**src/rtl/hub75_rx.sv**
```systemverilog
// HUB75 receiver: synchronises the panel bus, rebuilds each latched bit-plane row and streams it out one column per beat.
// Define HUB75_RX_OE_MEASURE_EN to add the OE on-time counter (o_oe_cycles / o_oe_valid).
module hub75_rx #(
  parameter int hpixel_p   = 64,
  parameter int vpixel_p   = 64,
  parameter int bpp_p      = 8,
  parameter int segments_p = 2,
  parameter int row_wd_p   = $clog2(vpixel_p / segments_p)
) (
  input  logic                        clk,
  input  logic                        rst,
  input  logic                        i_enable,
  input  logic                        i_sclk,
  input  logic                        i_stb,
  input  logic                        i_oe,
  input  logic [4:0]                  i_row_sel,
  input  logic [segments_p-1:0]       i_r,
  input  logic [segments_p-1:0]       i_g,
  input  logic [segments_p-1:0]       i_b,
  output logic                        o_wr_valid,
  input  logic                        i_wr_ready,
  output logic [row_wd_p-1:0]         o_wr_row,
  output logic [$clog2(hpixel_p)-1:0] o_wr_col,
  output logic [$clog2(bpp_p)-1:0]    o_wr_plane,
  output logic [3*segments_p-1:0]     o_wr_data,
  output logic                        o_col_err,
  output logic                        o_overrun
`ifdef HUB75_RX_OE_MEASURE_EN
  ,
  output logic [31:0]                 o_oe_cycles,
  output logic                        o_oe_valid
`endif
);

  localparam int col_wd_l   = $clog2(hpixel_p);
  localparam int cnt_wd_l   = $clog2(hpixel_p + 1);
  localparam int plane_wd_l = $clog2(bpp_p);
  localparam int dw_l       = 3 * segments_p;
  localparam int sw_l       = dw_l + 8;

  typedef enum logic {
    ST_IDLE,
    ST_DRAIN
  } state_t;

  logic [dw_l-1:0] rgb_pin;
  logic [sw_l-1:0] pin_vec;
  logic [sw_l-1:0] sync1_reg;
  logic [sw_l-1:0] sync2_reg;

  generate
    for (genvar gi = 0; gi < segments_p; gi++) begin : g_pack
      assign rgb_pin[3*gi+2] = i_r[gi];
      assign rgb_pin[3*gi+1] = i_g[gi];
      assign rgb_pin[3*gi]   = i_b[gi];
    end
  endgenerate

  // Every pin shares one synchroniser so data stays aligned with sclk/stb.
  assign pin_vec = {i_sclk, i_stb, i_oe, i_row_sel, rgb_pin};

  always_ff @(posedge clk or posedge rst) begin
    if (rst) begin
      sync1_reg <= '0;
      sync2_reg <= '0;
    end else begin
      sync1_reg <= pin_vec;
      sync2_reg <= sync1_reg;
    end
  end

  logic            sclk_prev_reg;
  logic            stb_prev_reg;
  logic            sclk_rise_reg;
  logic            stb_rise_reg;
  logic [4:0]      row_d_reg;
  logic [dw_l-1:0] rgb_d_reg;

  // Registered edge detect; row and RGB are delayed by the same stage.
  always_ff @(posedge clk or posedge rst) begin
    if (rst) begin
      sclk_prev_reg <= 1'b0;
      stb_prev_reg  <= 1'b0;
      sclk_rise_reg <= 1'b0;
      stb_rise_reg  <= 1'b0;
      row_d_reg     <= '0;
      rgb_d_reg     <= '0;
    end else begin
      sclk_prev_reg <= sync2_reg[sw_l-1];
      sclk_rise_reg <= sync2_reg[sw_l-1] & ~sclk_prev_reg;
      stb_prev_reg  <= sync2_reg[sw_l-2];
      stb_rise_reg  <= sync2_reg[sw_l-2] & ~stb_prev_reg;
      row_d_reg     <= sync2_reg[dw_l+4:dw_l];
      rgb_d_reg     <= sync2_reg[dw_l-1:0];
    end
  end

  state_t                state_reg;
  logic [cnt_wd_l-1:0]   col_cnt_reg;
  logic [cnt_wd_l-1:0]   col_cnt_next;
  logic                  col_ovf_reg;
  logic                  col_ovf_next;
  logic                  col_full;
  logic                  sclk_go;
  logic                  latch_go;
  logic [dw_l-1:0]       shift_reg  [hpixel_p];
  logic [dw_l-1:0]       shift_next [hpixel_p];
  logic [dw_l-1:0]       hold_reg   [hpixel_p];

  assign col_full     = (col_cnt_reg == cnt_wd_l'(hpixel_p));
  assign sclk_go      = i_enable & sclk_rise_reg & ~col_full;
  assign latch_go     = i_enable & stb_rise_reg;
  assign col_cnt_next = col_cnt_reg + cnt_wd_l'(sclk_go);
  // The count saturates, so overlong rows are remembered separately for o_col_err.
  assign col_ovf_next = col_ovf_reg | (i_enable & sclk_rise_reg & col_full);

  generate
    for (genvar gi = 0; gi < hpixel_p; gi++) begin : g_shift
      assign shift_next[gi] = (sclk_go && col_cnt_reg == cnt_wd_l'(gi)) ? rgb_d_reg : shift_reg[gi];
    end
  endgenerate

  // The shift chain restarts empty after every latch so short rows read back as zero.
  always_ff @(posedge clk or posedge rst) begin
    if (rst) begin
      for (int i = 0; i < hpixel_p; i++) begin
        shift_reg[i] <= '0;
        hold_reg[i]  <= '0;
      end
    end else begin
      for (int i = 0; i < hpixel_p; i++) begin
        shift_reg[i] <= latch_go ? '0 : shift_next[i];
        if (latch_go && state_reg == ST_IDLE) begin
          hold_reg[i] <= shift_next[i];
        end
      end
    end
  end

  logic [row_wd_p-1:0]   row_in;
  logic [row_wd_p-1:0]   last_row_reg;
  logic [plane_wd_l-1:0] plane_cnt_reg;
  logic [plane_wd_l-1:0] plane_sel;
  logic [plane_wd_l-1:0] plane_inc;
  logic [col_wd_l-1:0]   col_inc;

  logic                  valid_reg;
  logic [row_wd_p-1:0]   row_reg;
  logic [col_wd_l-1:0]   col_reg;
  logic [plane_wd_l-1:0] plane_reg;
  logic [dw_l-1:0]       data_reg;
  logic                  col_err_reg;
  logic                  overrun_reg;

  assign row_in    = row_d_reg[row_wd_p-1:0];
  assign plane_sel = (row_in == last_row_reg) ? plane_cnt_reg : '0;
  assign plane_inc = (plane_sel == plane_wd_l'(bpp_p - 1)) ? '0 : plane_sel + 1'b1;
  assign col_inc   = col_reg + 1'b1;

  always_ff @(posedge clk or posedge rst) begin
    if (rst) begin
      state_reg     <= ST_IDLE;
      col_cnt_reg   <= '0;
      col_ovf_reg   <= 1'b0;
      last_row_reg  <= '0;
      plane_cnt_reg <= '0;
      valid_reg     <= 1'b0;
      row_reg       <= '0;
      col_reg       <= '0;
      plane_reg     <= '0;
      data_reg      <= '0;
      col_err_reg   <= 1'b0;
      overrun_reg   <= 1'b0;
    end else begin
      col_err_reg <= 1'b0;
      overrun_reg <= 1'b0;
      if (!i_enable) begin
        state_reg     <= ST_IDLE;
        valid_reg     <= 1'b0;
        col_cnt_reg   <= '0;
        col_ovf_reg   <= 1'b0;
        plane_cnt_reg <= '0;
      end else begin
        col_cnt_reg <= latch_go ? '0 : col_cnt_next;
        col_ovf_reg <= latch_go ? 1'b0 : col_ovf_next;
        case (state_reg)
          ST_IDLE: begin
            if (latch_go) begin
              row_reg       <= row_in;
              plane_reg     <= plane_sel;
              last_row_reg  <= row_in;
              plane_cnt_reg <= plane_inc;
              col_err_reg   <= (col_cnt_next != cnt_wd_l'(hpixel_p)) | col_ovf_next;
              col_reg       <= '0;
              data_reg      <= shift_next[0];
              valid_reg     <= 1'b1;
              state_reg     <= ST_DRAIN;
            end
          end
          ST_DRAIN: begin
            if (latch_go) begin
              overrun_reg <= 1'b1;
            end
            if (i_wr_ready) begin
              if (col_reg == col_wd_l'(hpixel_p - 1)) begin
                valid_reg <= 1'b0;
                state_reg <= ST_IDLE;
              end else begin
                col_reg  <= col_inc;
                data_reg <= hold_reg[col_inc];
              end
            end
          end
          default: state_reg <= ST_IDLE;
        endcase
      end
    end
  end

  assign o_wr_valid = valid_reg;
  assign o_wr_row   = row_reg;
  assign o_wr_col   = col_reg;
  assign o_wr_plane = plane_reg;
  assign o_wr_data  = data_reg;
  assign o_col_err  = col_err_reg;
  assign o_overrun  = overrun_reg;

`ifdef HUB75_RX_OE_MEASURE_EN
  logic        oe_low_reg;
  logic [31:0] oe_cnt_reg;
  logic [31:0] oe_cycles_reg;
  logic        oe_valid_reg;

  // The cycle carrying the stb rise starts the next interval.
  always_ff @(posedge clk or posedge rst) begin
    if (rst) begin
      oe_low_reg    <= 1'b0;
      oe_cnt_reg    <= '0;
      oe_cycles_reg <= '0;
      oe_valid_reg  <= 1'b0;
    end else begin
      oe_low_reg   <= ~sync2_reg[sw_l-3];
      oe_valid_reg <= 1'b0;
      if (stb_rise_reg) begin
        oe_cycles_reg <= oe_cnt_reg;
        oe_valid_reg  <= 1'b1;
        oe_cnt_reg    <= {31'd0, oe_low_reg};
      end else if (oe_low_reg && oe_cnt_reg != '1) begin
        oe_cnt_reg <= oe_cnt_reg + 1'b1;
      end
    end
  end

  assign o_oe_cycles = oe_cycles_reg;
  assign o_oe_valid  = oe_valid_reg;
`else
  logic unused_oe;
  assign unused_oe = sync2_reg[sw_l-3];
`endif

endmodule

```
**config.mk**
```make
export PLATFORM = sky130hd
export DESIGN_NAME = hub75_rx
export DESIGN_NICKNAME = d
export VERILOG_FILES = /design/src/rtl/hub75_rx.sv
export SDC_FILE = /design/constraint.sdc
export NUM_CORES = 2
export LEC_CHECK = 0
export BUFFER_PORTS_ARGS = -buffer_cell sky130_fd_sc_hd__clkbuf_2
export CORE_ASPECT_RATIO = 0.9
export CORE_UTILIZATION = 45
export CTS_BUF_LIST = sky130_fd_sc_hd__clkbuf_16
export CTS_CLUSTER_SIZE = 24
export DETAILED_ROUTE_END_ITERATION = 6
export HOLD_SLACK_MARGIN = 0.06
export PLACE_DENSITY = 0.6
export SLEW_MARGIN = 20
export SYNTH_ARGS = -nofsm -noshare
export SYNTH_HDL_FRONTEND = slang
export SYNTH_SLANG_ARGS = --single-unit
```
**constraint.sdc**
```tcl
create_clock -name clk -period 67.7 [get_ports clk]
set_clock_uncertainty 0.1 [all_clocks]
set_input_delay 6.77 -clock clk [delete_from_list [all_inputs] [get_ports clk]]
set_output_delay 6.77 -clock clk [all_outputs]
set_load 0.02 [all_outputs]
```
==> flow_results.org <==
** Clocking
- Maximum buffer depth of the clock tree :: 3
- The number of clock buffers added by TritonCTS is 88.
- After clock tree synthesis, the clock-pin slew on the worst setup and hold paths is approximately 0.06 ns.
- Clock latency of the later-clocked register in the worst-skew pair :: 0.63 ns
- After clock tree synthesis, the setup repair step added 0 buffers.
- The number of hold buffers added after CTS was 0.
- Clock sink count :: between 800 and 900
- After clock tree synthesis, the repair step resized 0 gates.
- Number of H-tree levels :: 3
- Clock tree from TritonCTS :: built
- Root Driver :: sky130_fd_sc_hd__clkbuf_16

** Worst setup path
- Capture point of the worst reg-to-reg path :: o_wr_data[1]
- The number of cells on the worst reg-to-reg path is 7.
- Critical Path End :: hold_reg[83]
- Crit path from :: i_enable
- The worst setup path is captured at a register.
- Origin of the critical flop-to-flop path :: o_wr_col[0]
- The critical path is of the input port to register type.
- STA puts the critical path data required time at 68.06 ns.
- Critical path launch point type :: input port
- Crit-path max FO :: 130
- Data on the critical path arrives at its endpoint at around 11 ns.
- R2R Setup Slk :: about 63 ns

** Synth
- After Yosys synthesis, full adders, half adders and majority gates account for 0.142% of the synthesized area.
- Yosys Warn Count :: 0
- By area the synthesized netlist is led by sky130_fd_sc_hd__dfrtp_1 (60%), sky130_fd_sc_hd__mux2i_1 (12%), sky130_fd_sc_hd__mux4_2 (6.1%).
- Synthesis produced 3079 cells.
- Top cell type's share of synthesized area :: 60.0%
- Simple-gate portion of the synthesized area :: 11.8%
- Number of synthesized register bits :: 844
- The synthesized netlist devotes 6.92% of its cell area to compound gates.
- Counting flops with a built-in enable in the synthesized netlist gives 0.
- Sequential cells were found to cover 60.0% of the synthesized design area.
- The commonest cells after synthesis are sky130_fd_sc_hd__dfrtp_1 (844), sky130_fd_sc_hd__nand2_1 (487), sky130_fd_sc_hd__mux2i_1 (415).
- Net Count, Synth :: 3101
- The mapped netlist covers 35200 um2.
- The synthesized design spends more area on one cell type than any other, namely sky130_fd_sc_hd__dfrtp_1.
- Number of distinct library cells after synthesis :: 50
- After synthesis, the largest family of logic cells by area is multiplexers.
- Of the post-synthesis cell area, the part taken by muxes is 18.0%.
- Parity-gate share of the synthesized area counting xor and xnor cells :: 0.374%
- The most used flip-flop cell after synthesis is sky130_fd_sc_hd__dfrtp_1.
- Counting flops with an async set or reset pin after synthesis yields a share of 100%.
- Mean area per synthesized cell :: 11.4 um2
- In the post-synthesis netlist, the cell with the most instances is sky130_fd_sc_hd__dfrtp_1.

** Global routing
- Number of global-route vias before repair :: ~23000
- The number of antenna violations at the first check in global routing came to 0.
- Total gr overflow :: 0
- The first global-routing pass estimated 132000 um of wire.
- Entering global routing, the biggest net connects approximately 130 pins.
- Global-route total usage across every layer :: 21.3%

** Floorplanning
- After floorplanning, the core was sized to cover roughly 77000 um2.
- The floorplan has 96 rows.
- For this design the top-level I/O count stands at between 40 and 50.
- Vertical die dimension :: 267 um
- Die outline width :: 297 um
- The die covers slightly below 80000 um2.
- Once the floorplan was initialized, standard cells occupied 45.8% of the core.

** Place
- Number of placed cells counting well taps :: 3961
- Count of buffers inserted at the top-level ports :: 39
- At the end of routability-driven placement, the weighted congestion stood at around 0.84.
- HPWL after detailed placement :: 49300 um

** Worst hold path
- Launch point of the worst hold path :: sync2_reg[2]
- The tightest min-delay check is of the register to register type.

** Timing
- Number of pins exceeding their max-slew limit in the final report :: 0
- Clock period minus worst slack :: a little over 10 ns
- The tightest hold path in the finished design has a slack of 0.246 ns.
- Setup repair after global routing left no endpoint under its margin.
- Actual slew at the worst max-slew pin :: about 1.1 ns
- Setup_tns :: 0 ns
- Peak clock frequency supported by timing :: 96.5 MHz
- Total setup violations reported at the end of the flow :: 0
- Headroom to the max-slew limit came out at 25.4%.
- Final hold violation count :: 0
- Part of the cycle the worst path needs :: 15.3%

** Route
- Number of nets with antenna violations after routing :: 0
- The first routing iteration left between 1500 and 2000 violations.
- TritonRoute pass-1 iters :: 5
- Wirelength per Cell :: 20.1 um
- After detailed routing, the number of vias per cell comes to about 5.4.
- # DRC :: 0
- Summed over all layers, the routed wires come to 82500 um.
- Detailed routing inserted a total of 22300 vias.

** Power
- P per Cell Area :: 27.0 nW/um2
- Final Power :: 1.05 mW
- Worst ir drop on vdd :: between 0.02 and 0.03 mV
- Summed over all cells, the static leakage comes to 18.1 nW.

** Cells and area
- From synthesis to final layout, the design area changed by 10.6%.
- The repair_antennas step left the layout with diodes totalling 0.
- After the flow finishes, the layout carries non-filler instances totaling 4116.
- Of the cells placed in the final design, the portion with a size suffix greater than 1 is between 10% and 20%.
- Count of nets after finishing :: between 3000 and 4000

** Job
- Max capacitance violation total :: 0

** Run status
- The run finished with clean final reports.
## layout make-up
type,count,area [um2]
Clock buffer,93,2330
Timing Repair Buffer,80,558
Tap cell,1029,1290
Inverter,3,18.8
Clock inverter,60,462
Fill cell,6755,37800
Sequential cell,844,21100
Multi-Input combinational cell,2007,13100
## worst min-delay path by stage
stage | end | slack (ns) | cells after the start
floorplan | rgb_d_reg[0] | 0.23 | 0
global placement | rgb_d_reg[5] | 0.23 | 0
detailed placement | rgb_d_reg[2] | 0.23 | 0
CTS | rgb_d_reg[2] | 0.25 | 0
global route | row_d_reg[3] | 0.24 | 0
finish | rgb_d_reg[2] | 0.25 | 0
## placed cells by master (no fill, tap or decap), types with 19 or more instances in the layout
| master | netlist | routed |
|---|---|---|
| sky130_fd_sc_hd__a21oi_1 | 22 | 22 |
| sky130_fd_sc_hd__buf_4 | 9 | 35 |
| sky130_fd_sc_hd__clkbuf_16 | 0 | 93 |
| sky130_fd_sc_hd__clkbuf_2 | 0 | 39 |
| sky130_fd_sc_hd__clkinv_1 | 0 | 19 |
| sky130_fd_sc_hd__dfrtp_1 | 844 | 837 |
| sky130_fd_sc_hd__inv_1 | 3 | 24 |
| sky130_fd_sc_hd__mux2i_1 | 415 | 415 |
| sky130_fd_sc_hd__mux4_2 | 96 | 96 |
| sky130_fd_sc_hd__nand2_1 | 487 | 487 |
| sky130_fd_sc_hd__nor2_1 | 402 | 402 |
| sky130_fd_sc_hd__nor2_2 | 42 | 42 |
| sky130_fd_sc_hd__o21ai_0 | 395 | 395 |
## report_power, final
part	switching, mW	internal [mW]
Sequential	0.00691	0.509
Combinational	0.0456	0.0176
Clock	0.193	0.276
## stage by stage
stage	area (um2)	util, %	setup WS (ns)
floorplan	35200	-	37.12
global placement	36000	47.0	56.21
detailed placement	36000	47.0	56.12
CTS	38800	50.6	56.82
global route	38900	50.7	56.78
finish	38900	50.7	57.34
## routing by layer
layer	track usage [%]	part of all wire, %	wire length, um	vias to the layer above
met2	33.7	47	38600	432
met4	5.08	1.9	1580	0
li1	-	-	-	10300
met1	30.7	47	38700	11500
met3	3.44	4.4	3670	128
met5	0	0	0	-
## logic make-up after synthesis
| group | Yosys count |
|---|---|
| adder cells (fa/ha/maj) | 4 |
| multiplexers | 513 |
| XOR/XNOR | 15 |
| buffers and inverters | 228 |
| AND/OR/NAND/NOR | 1012 |
| flip-flops | 844 |
| AO/OA/AOI/OAI | 463 |
## worst max-delay path, cell delays in order
cell and delay [ns]:
sky130_fd_sc_hd__clkbuf_2 0.22, sky130_fd_sc_hd__and2_4 0.38, sky130_fd_sc_hd__nand2b_4 0.66, sky130_fd_sc_hd__buf_6 0.69, sky130_fd_sc_hd__buf_6 0.68, sky130_fd_sc_hd__buf_4 0.90
sky130_fd_sc_hd__o21ai_0 0.23
(Power assumes the default switching activity.)
